File: src/rtl/reorder_buffer_pkg.sv
// Shared reorder-buffer definitions: tag/data widths, invalid tag and the entry record.
package reorder_buffer_pkg;

  localparam int ROB_DEPTH      = 8;
  localparam int INST_TAG_WIDTH = $clog2(ROB_DEPTH) + 1;
  localparam int COMMON_WIDTH   = 32;
  localparam int REG_NUM        = 32;
  localparam int REG_W          = $clog2(REG_NUM);

  localparam logic [INST_TAG_WIDTH-1:0] TAG_INVALID = '1;

  typedef struct packed {
    logic                    valid;
    logic                    ready;
    logic                    rd_en;
    logic [REG_W-1:0]        rd;
    logic [COMMON_WIDTH-1:0] data;
  } rob_entry_t;

endpackage

File: src/rtl/reorder_buffer_ptr.sv
// Modulo-DEPTH pointer with increment and clear; clear wins over increment.
module rob_ptr #(
  parameter int DEPTH = 8,
  localparam int PTR_W = $clog2(DEPTH)
) (
  input  logic             clk,
  input  logic             rst_n,
  input  logic             clear,
  input  logic             inc,
  output logic [PTR_W-1:0] ptr
);

  // DEPTH is a power of two, so natural overflow is the DEPTH-1 -> 0 wrap.
  always_ff @(posedge clk) begin
    if (!rst_n || clear) ptr <= '0;
    else if (inc)        ptr <= ptr + 1'b1;
  end

endmodule

File: src/rtl/reorder_buffer.sv
// In-order retirement queue: allocates tags, captures CDB results, retires one entry
// per cycle in program order onto a registered write-back bus.
module reorder_buffer
  import reorder_buffer_pkg::*;
#(
  parameter int DEPTH = ROB_DEPTH,
  localparam int TAG_W  = $clog2(DEPTH) + 1,
  localparam int DATA_W = COMMON_WIDTH
) (
  input  logic              clk,
  input  logic              rst_n,
  input  logic              flush,
  input  logic              alloc_valid,
  input  logic              alloc_rd_en,
  input  logic [4:0]        alloc_rd,
  output logic              rob_full,
  output logic [TAG_W-1:0]  rd_tag,
  input  logic              cdb_valid,
  input  logic [TAG_W-1:0]  cdb_tag,
  input  logic [DATA_W-1:0] cdb_data,
  output logic [TAG_W-1:0]  wb_tag,
  output logic [4:0]        wb_rd,
  output logic [DATA_W-1:0] wb_data,
  output logic              tag_clear,
  output logic              rob_empty
);

  localparam int PTR_W = TAG_W - 1;
  localparam logic [TAG_W-1:0] TAG_INV = '1;

  rob_entry_t       entries [DEPTH];
  logic [PTR_W-1:0] head, tail;
  logic [TAG_W-1:0] count;
  logic             do_alloc, do_retire, cdb_hit;
  logic [PTR_W-1:0] cdb_idx;

  rob_ptr #(.DEPTH(DEPTH)) u_head (
    .clk(clk), .rst_n(rst_n), .clear(flush), .inc(do_retire), .ptr(head)
  );
  rob_ptr #(.DEPTH(DEPTH)) u_tail (
    .clk(clk), .rst_n(rst_n), .clear(flush), .inc(do_alloc), .ptr(tail)
  );

  assign rob_full  = (count == TAG_W'(DEPTH));
  assign rob_empty = (count == '0);
  assign rd_tag    = {1'b0, tail};

  // Tags >= DEPTH (including TAG_INV) never address an entry.
  assign cdb_idx   = cdb_tag[PTR_W-1:0];
  assign cdb_hit   = cdb_valid && (cdb_tag < TAG_W'(DEPTH)) && entries[cdb_idx].valid;
  assign do_alloc  = alloc_valid && !rob_full;
  assign do_retire = entries[head].valid && entries[head].ready;

  // NOTE: only the valid/ready flags are reset; rd and data are qualified by valid,
  // so leaving the payload unreset keeps the array a plain RAM.
  always_ff @(posedge clk) begin
    if (!rst_n || flush) begin
      for (int i = 0; i < DEPTH; i++) begin
        entries[i].valid <= 1'b0;
        entries[i].ready <= 1'b0;
      end
    end else begin
      if (cdb_hit) begin
        entries[cdb_idx].data  <= cdb_data;
        entries[cdb_idx].ready <= 1'b1;
      end
      if (do_retire) entries[head].valid <= 1'b0;
      // Written last so an allocation overrides a CDB write to the same slot.
      if (do_alloc) begin
        entries[tail].valid <= 1'b1;
        entries[tail].ready <= 1'b0;
        entries[tail].rd_en <= alloc_rd_en;
        entries[tail].rd    <= alloc_rd;
      end
    end
  end

  always_ff @(posedge clk) begin
    if (!rst_n || flush) begin
      count <= '0;
    end else begin
      case ({do_alloc, do_retire})
        2'b10:   count <= count + 1'b1;
        2'b01:   count <= count - 1'b1;
        default: count <= count;
      endcase
    end
  end

  always_ff @(posedge clk) begin
    if (!rst_n) begin
      wb_tag    <= TAG_INV;
      wb_rd     <= '0;
      wb_data   <= '0;
      tag_clear <= 1'b0;
    end else if (flush) begin
      wb_tag    <= TAG_INV;
      tag_clear <= 1'b1;
    end else begin
      tag_clear <= 1'b0;
      if (do_retire) begin
        wb_tag  <= {1'b0, head};
        wb_rd   <= entries[head].rd_en ? entries[head].rd : 5'd0;
        wb_data <= entries[head].data;
      end else begin
        wb_tag  <= TAG_INV;
      end
    end
  end

endmodule

File: config.mk
export PLATFORM = sky130hd
export DESIGN_NAME = reorder_buffer
export DESIGN_NICKNAME = d
export VERILOG_FILES = /design/src/rtl/reorder_buffer_pkg.sv /design/src/rtl/reorder_buffer_ptr.sv /design/src/rtl/reorder_buffer.sv
export SDC_FILE = /design/constraint.sdc
export NUM_CORES = 1
export LEC_CHECK = 0
export BUFFER_PORTS_ARGS = -buffer_cell sky130_fd_sc_hd__buf_2
export CELL_PAD_IN_SITES_DETAIL_PLACEMENT = 0
export CELL_PAD_IN_SITES_GLOBAL_PLACEMENT = 2
export CORE_ASPECT_RATIO = 2
export CORE_MARGIN = 5
export CORE_UTILIZATION = 46
export CTS_BUF_LIST = sky130_fd_sc_hd__clkbuf_4
export DETAILED_ROUTE_END_ITERATION = 7
export PLACE_DENSITY = 0.81
export SETUP_SLACK_MARGIN = 0.05
export SLEW_MARGIN = 0
export SYNTH_ARGS = -nofsm -noshare
export SYNTH_HDL_FRONTEND = slang
export SYNTH_HIERARCHICAL = 1
export SYNTH_SLANG_ARGS = --single-unit
File: constraint.sdc
create_clock -name clk -period 3.83 [get_ports clk]
set_clock_uncertainty 0.1 [all_clocks]
set_input_delay 0.383 -clock clk [delete_from_list [all_inputs] [get_ports clk]]
set_output_delay 0.383 -clock clk [all_outputs]
set_load 0.02 [all_outputs]
# After elaboration in Yosys (flattened, before gate mapping)

Memories as Yosys holds them, arrays and structs flattened. A register that Yosys moved wholly into a read port is not among the register bits.
Cells that the tools add are included.

Input port bits: 47
Bits in latches: 0
Memories: 1
Flip-flop bits (word level): 52
Memory bits (writable): 320
Memory bits (read-only): 0
Word-level logic and storage cells: 61

Bitwise operators: 3
Magnitude comparators: 1
Equal/unequal tests: 3
Add/subtract/negate cells: 4
Reductions and logical operators: 15
Divide/modulo/power cells: 0
Multiplexer cells: 26
$mul: 0
Shifts and indexed selects: 0

Memory list:

| memory  | words | bits a word | read ports | clocked after memory_dff | write ports | RTL line             | source |
|---|---|---|---|---|---|---|---|
| entries | 8     | 40          | 2          | 1                        | 8           | reorder_buffer.sv:31 | `rob_entry_t entries [DEPTH];` |

Operators by type and width:

| cell                                                                | number |
|---|---|
| 40-bit 2-to-1 mux                                                   | 3 |
| 40-bit OR reduction                                                 | 3 |
| 3-bit 2-to-1 mux                                                    | 7 |
| 1-bit 2-to-1 mux                                                    | 12 |
| 4-bit 2-to-1 mux                                                    | 2 |
| 4-bit one-hot mux with 2 select lines                               | 1 |
| 3-bit by 1-bit adder with 3-bit output (second input constant)      | 2 |
| 5-bit 2-to-1 mux                                                    | 1 |
| 4-bit by 1-bit adder with 4-bit output (second input constant)      | 1 |
| 4-bit == test (second input constant)                               | 1 |
| 1-bit logical AND                                                   | 4 |
| 4-bit logical NOT                                                   | 1 |
| 4-bit < comparator (second input constant)                          | 1 |
| 4-bit by 1-bit subtractor with 4-bit output (second input constant) | 1 |
| 1-bit inverter                                                      | 3 |
| 3-bit OR reduction                                                  | 1 |
| 2-bit by 1-bit == test with 1-bit output (second input constant)    | 1 |
| 2-bit == test (second input constant)                               | 1 |
| 1-bit logical NOT                                                   | 2 |
| 2-bit AND reduction                                                 | 1 |
| 2-bit nonzero test                                                  | 1 |
| 2-bit OR reduction                                                  | 1 |
| 1-bit logical OR                                                    | 1 |

# Logic depth before layout (Yosys ltp)

Word-level depth: 8
Mapped depth: 15
Gate-level depth less buffers: 11

# Modules after synthesis

The synthesis kept the hierarchy.

Modules (own cells, without submodules):

| module         | area an instance (um2) | seq. area each (um2) | cells each | instances |
|---|---|---|---|---|
| reorder_buffer | 14271.2                | 10369.9              | 930        | 1 |
| rob_ptr        | 127.6                  | 60.1                 | 12         | 2 |

# Worst setup path before layout

Ideal clock, no wire load.

Path type: flip-flop to flip-flop
Start point: reg, netlist name u_head/ptr[1]
End point: reg count[3]
Path slack: 698 ps
Path buffers: 4
Library setup time: 70 ps
Stages on the path, launching flop included: 16
Data required time: 3660 ps
Data arrival time: 2962 ps
Cell sequence: dfxtp_1 buf_6 and2_4 buf_6 a22o_1 a211o_1 buf_6 nor2b_1 buf_2 ha_1 ha_1 a21o_1 a21oi_1 xnor2_1 or3_1 a21oi_1

RTL lines:

| element              | RTL line             | source |
|---|---|---|
| to (signal assigned) | reorder_buffer.sv:83 | `2'b10: count <= count + 1'b1;` |
| to (signal assigned) | reorder_buffer.sv:84 | `2'b01: count <= count - 1'b1;` |
| to (signal assigned) | reorder_buffer.sv:85 | `default: count <= count;` |
| to (decl)            | reorder_buffer.sv:33 | `logic [TAG_W-1:0] count;` |

==> results by group <==
Floorplan
  – Die Ht: ~260 um
  – Die width: 136 um
  – Die Area: roughly 35000 um^2
  – Rows: 92
  – Ports: between 90 and 100
  – Initial core utilization: between 40% and 50%
  – Core area: 31400 um^2

Layout
  – Filler cells: between 2k and 3k
  – Seq. cell area: ~10000 um^2
  – Nets: 1182
  – Multi-input logic area: roughly 3600 um^2
  – Ratio of cells with drive above 1 in the final layout: between 20 and 30%
  – Final Non-Filler Cells: ~1.6k
  – Synth-to-Final Area Change: 16.4%
  – Core Util, Final: ~54%

Setup path
  – Setup crit end: wb_data[17]
  – CP max stage delay: about 690 ps
  – CP required: roughly 4400 ps
  – Crit path buf inv count: 2
  – Most used cell, CP: buf_4
  – R2r worst-path depth: 7
  – Startpoint types: flip-flop
  – CP Class: reg -> reg
  – Crit-path cells: buf_4, nand2b_1, buf_4, o221ai_1, a22oi_1, nand3_1, o211a_1
  – Crit Path Max Fanout: 52
  – Crit Reg-Reg Startpoint: u_head/ptr[1]
  – Worst path top cell family by delay: buffers and inverters
  – CP max stage cell: buf_4
  – Reg2reg end: wb_data[17]
  – CP Launch Point: u_head/ptr[1]
  – CP endpoint kind: flip-flop
  – CP arrival: around 3700 ps
  – WP depth: 7
  – Flop-to-flop setup slack: just over 700 ps

Placement
  – Placed Cells incl. Taps: roughly 1.4k
  – Hpwl dp: 21.0 mm
  – Port buffer count: between 90 and 100
  – RePlAce Congestion: 0.748
  – Post-place setup slack: between 700 and 800 ps

Synth
  – Top cells by area, synth: edfxtp_1 63%, dfxtp_1 9.4%, mux2i_1 3.4%, mux2_2 2.6%, a221oi_1 2.0%
  – Synth Area in Compound Gates: 12.0%
  – Syn Area/Cell: between 15 and 20 um^2
  – Yosys reg bits: ~370
  – Distinct cells, synth: between 50 and 60
  – Largest family of logic cells by synthesized area: compound AO/OA/AOI/OAI gates
  – Most frequent cell after synthesis: edfxtp_1
  – Synth Cell Area: around 15000 um^2
  – Number of synthesized flops with an enable pin: between 300 and 400
  – Yosys top cell area share: between 60 and 70%
  – Prevailing post-synth register cell: edfxtp_1
  – Mux cell area share after synthesis: 6.70%
  – Synth Instances: 954
  – Sequential area share after synthesis: 72.2%
  – Dominant cell type by area after synthesis: edfxtp_1
  – Xor-xnor portion of the synthesized cell area: less than 1%
  – Post-Syn Nets: between 1k and 1.5k
  – Synth Warn #: 6
  – Synth async-reset ratio: 0%
  – Synth cell count leaders: 304 x edfxtp_1, 68 x dfxtp_1, 50 x mux2i_1, 37 x a22oi_1
  – Post-Synth Adder-Cell Area: less than 1%
  – Post-synthesis simple-gate area fraction: between 5 and 6%

Routing
  – Via count: 9107
  – DRT Pass-1 Iters: 5
  – ANT nets after route: 0
  – Vias per cell: ~5.6
  – DRC viols: 0
  – WL per Instance: roughly 22 um
  – Initial drt markers: 678
  – Detailed Route WL: ~35 mm

STA
  – Total negative slack: 0 ps
  – Final Cycle Share: between 80% and 90%
  – Fin crit period: between 3000 and 4000 ps
  – Final setup viols: 0
  – RSZ-0062 raised after global routing: false
  – Slew Limit Fails: 0
  – Relative slew slack: about a third
  – Worst Tran Pin Value: 977 ps
  – Worst setup slack after layout: 705 ps
  – Hold Vio Cnt, Final: 0
  – Fmax: 320 MHz

Power and ir drop
  – PD cells: around 440 nW/um^2
  – Pleak: approximately 6.0 nW
  – Maximum vdd drop: roughly 0.23 mV

Clock tree
  – Root Buffer: clkbuf_4
  – Clock Tree Buf Depth: 3
  – Cts bufs inserted: 82
  – CTS H-tree depth: 3
  – TritonCTS clock tree: done
  – Clock-pin slew on the worst setup and hold paths: ~80 ps
  – Setup Buffers After CTS: 0
  – Sink Count: around 370
  – Worst-skew pair later-pin latency: 740 ps

GRT
  – Largest net degree at the start of global routing: slightly below 70
  – First-pass GRT wire length: between 50 and 60 mm
  – Gr usage total: 20.3%
  – Grt ovf: 0
  – Vias in the first global route: between 9k and 10k
  – Initial antenna violation count: 2

Job
  – Max-Cap Viols: 0

Status
  – Status: finished, final reports clean

Worst hold path
  – Min-delay worst type: in -> reg
## registers in the layout, summed over array words and instances (netlist names)
register and flops:
entries 320, wb_data 32, wb_rd 5, count 4
wb_tag 4, u_head/ptr 3, u_tail/ptr 3, tag_clear 1
## area by class of cell
class / count / share of cell area (%)
antenna: 3 / 0.0444
clock buffer: 114 / 5.06
clock inverter: 37 / 1.06
inverter: 26 / 0.577
multi-input combinational: 485 / 21.3
sequential: 372 / 62.1
tap: 423 / 3.13
timing repair buffer: 162 / 6.72
## cells by family after synthesis
| group | Yosys count |
|---|---|
| DFF | 372 |
| muxes | 88 |
| adders and majority gates | 6 |
| other | 1 |
| and+or+nand+nor | 143 |
| AOI/OAI and AO/OA | 242 |
| buffers and inverters | 97 |
| xor gates and xnor gates | 5 |
## what timing repair did
action,in CTS,in global routing
setup endpoints to repair,0,0
endpoints found under the hold margin,315,0
resized for setup,0,0
hold buffers,41,0
## report_power, final
group	internal, W	total [W]	switching (W)
clock	0.00146	0.00297	0.00151
combinational	0.0000600	0.000156	0.0000958
sequential	0.00437	0.00437	0.00000362
total	0.00589	0.00750	0.00161
## per-layer routing
metal / wire [um] / GRT usage, % / vias to the layer above
met5: 0 / 0 / -
met4: 1310 / 9.89 / 0
met3: 1700 / 3.98 / 83
met2: 19100 / 36.6 / 283
met1: 13300 / 22.7 / 4540
li1: - / - / 4201
## cells in the final DEF, fill, tap and decap left out, types with 18 or more instances in the layout
cell	instances
nand4_1	18
buf_4	24
edfxtp_1	304
mux2_2	34
dfxtp_1	65
mux2i_1	50
a31oi_1	18
clkinv_1	25
a221oi_1	34
nand2_1	34
a22oi_1	37
nor2_1	27
clkbuf_4	114
o22ai_1	19
o21ai_0	29
a21oi_1	32
dlygate4sd3_1	41
nand3_1	19
inv_1	25
buf_2	93
## worst min path at each step
stage,from,to,slack [ps],cells after the start
final,cdb_tag[0],entries[7][25],150,2
after global routing,cdb_tag[0],entries[7][28],120,2
after CTS,cdb_tag[0],entries[7][28],90,2
after detailed placement,wb_data[24],wb_data[24],340,2
after global placement,wb_data[10],wb_data[10],340,2
after floorplan,entries[3][38],entries[3][38],350,2
## per-stage QoR
stage / hold slack, ps / area [um^2] / total power (W)
after floorplan: 351 / 14500 / 0.00450
after global placement: 338 / 15500 / 0.00458
after detailed placement: 343 / 15500 / 0.00458
after CTS: 92.0 / 16900 / 0.00758
after global routing: 123 / 16900 / 0.00779
final: 153 / 16900 / 0.00750
(Power assumes the default switching activity.)
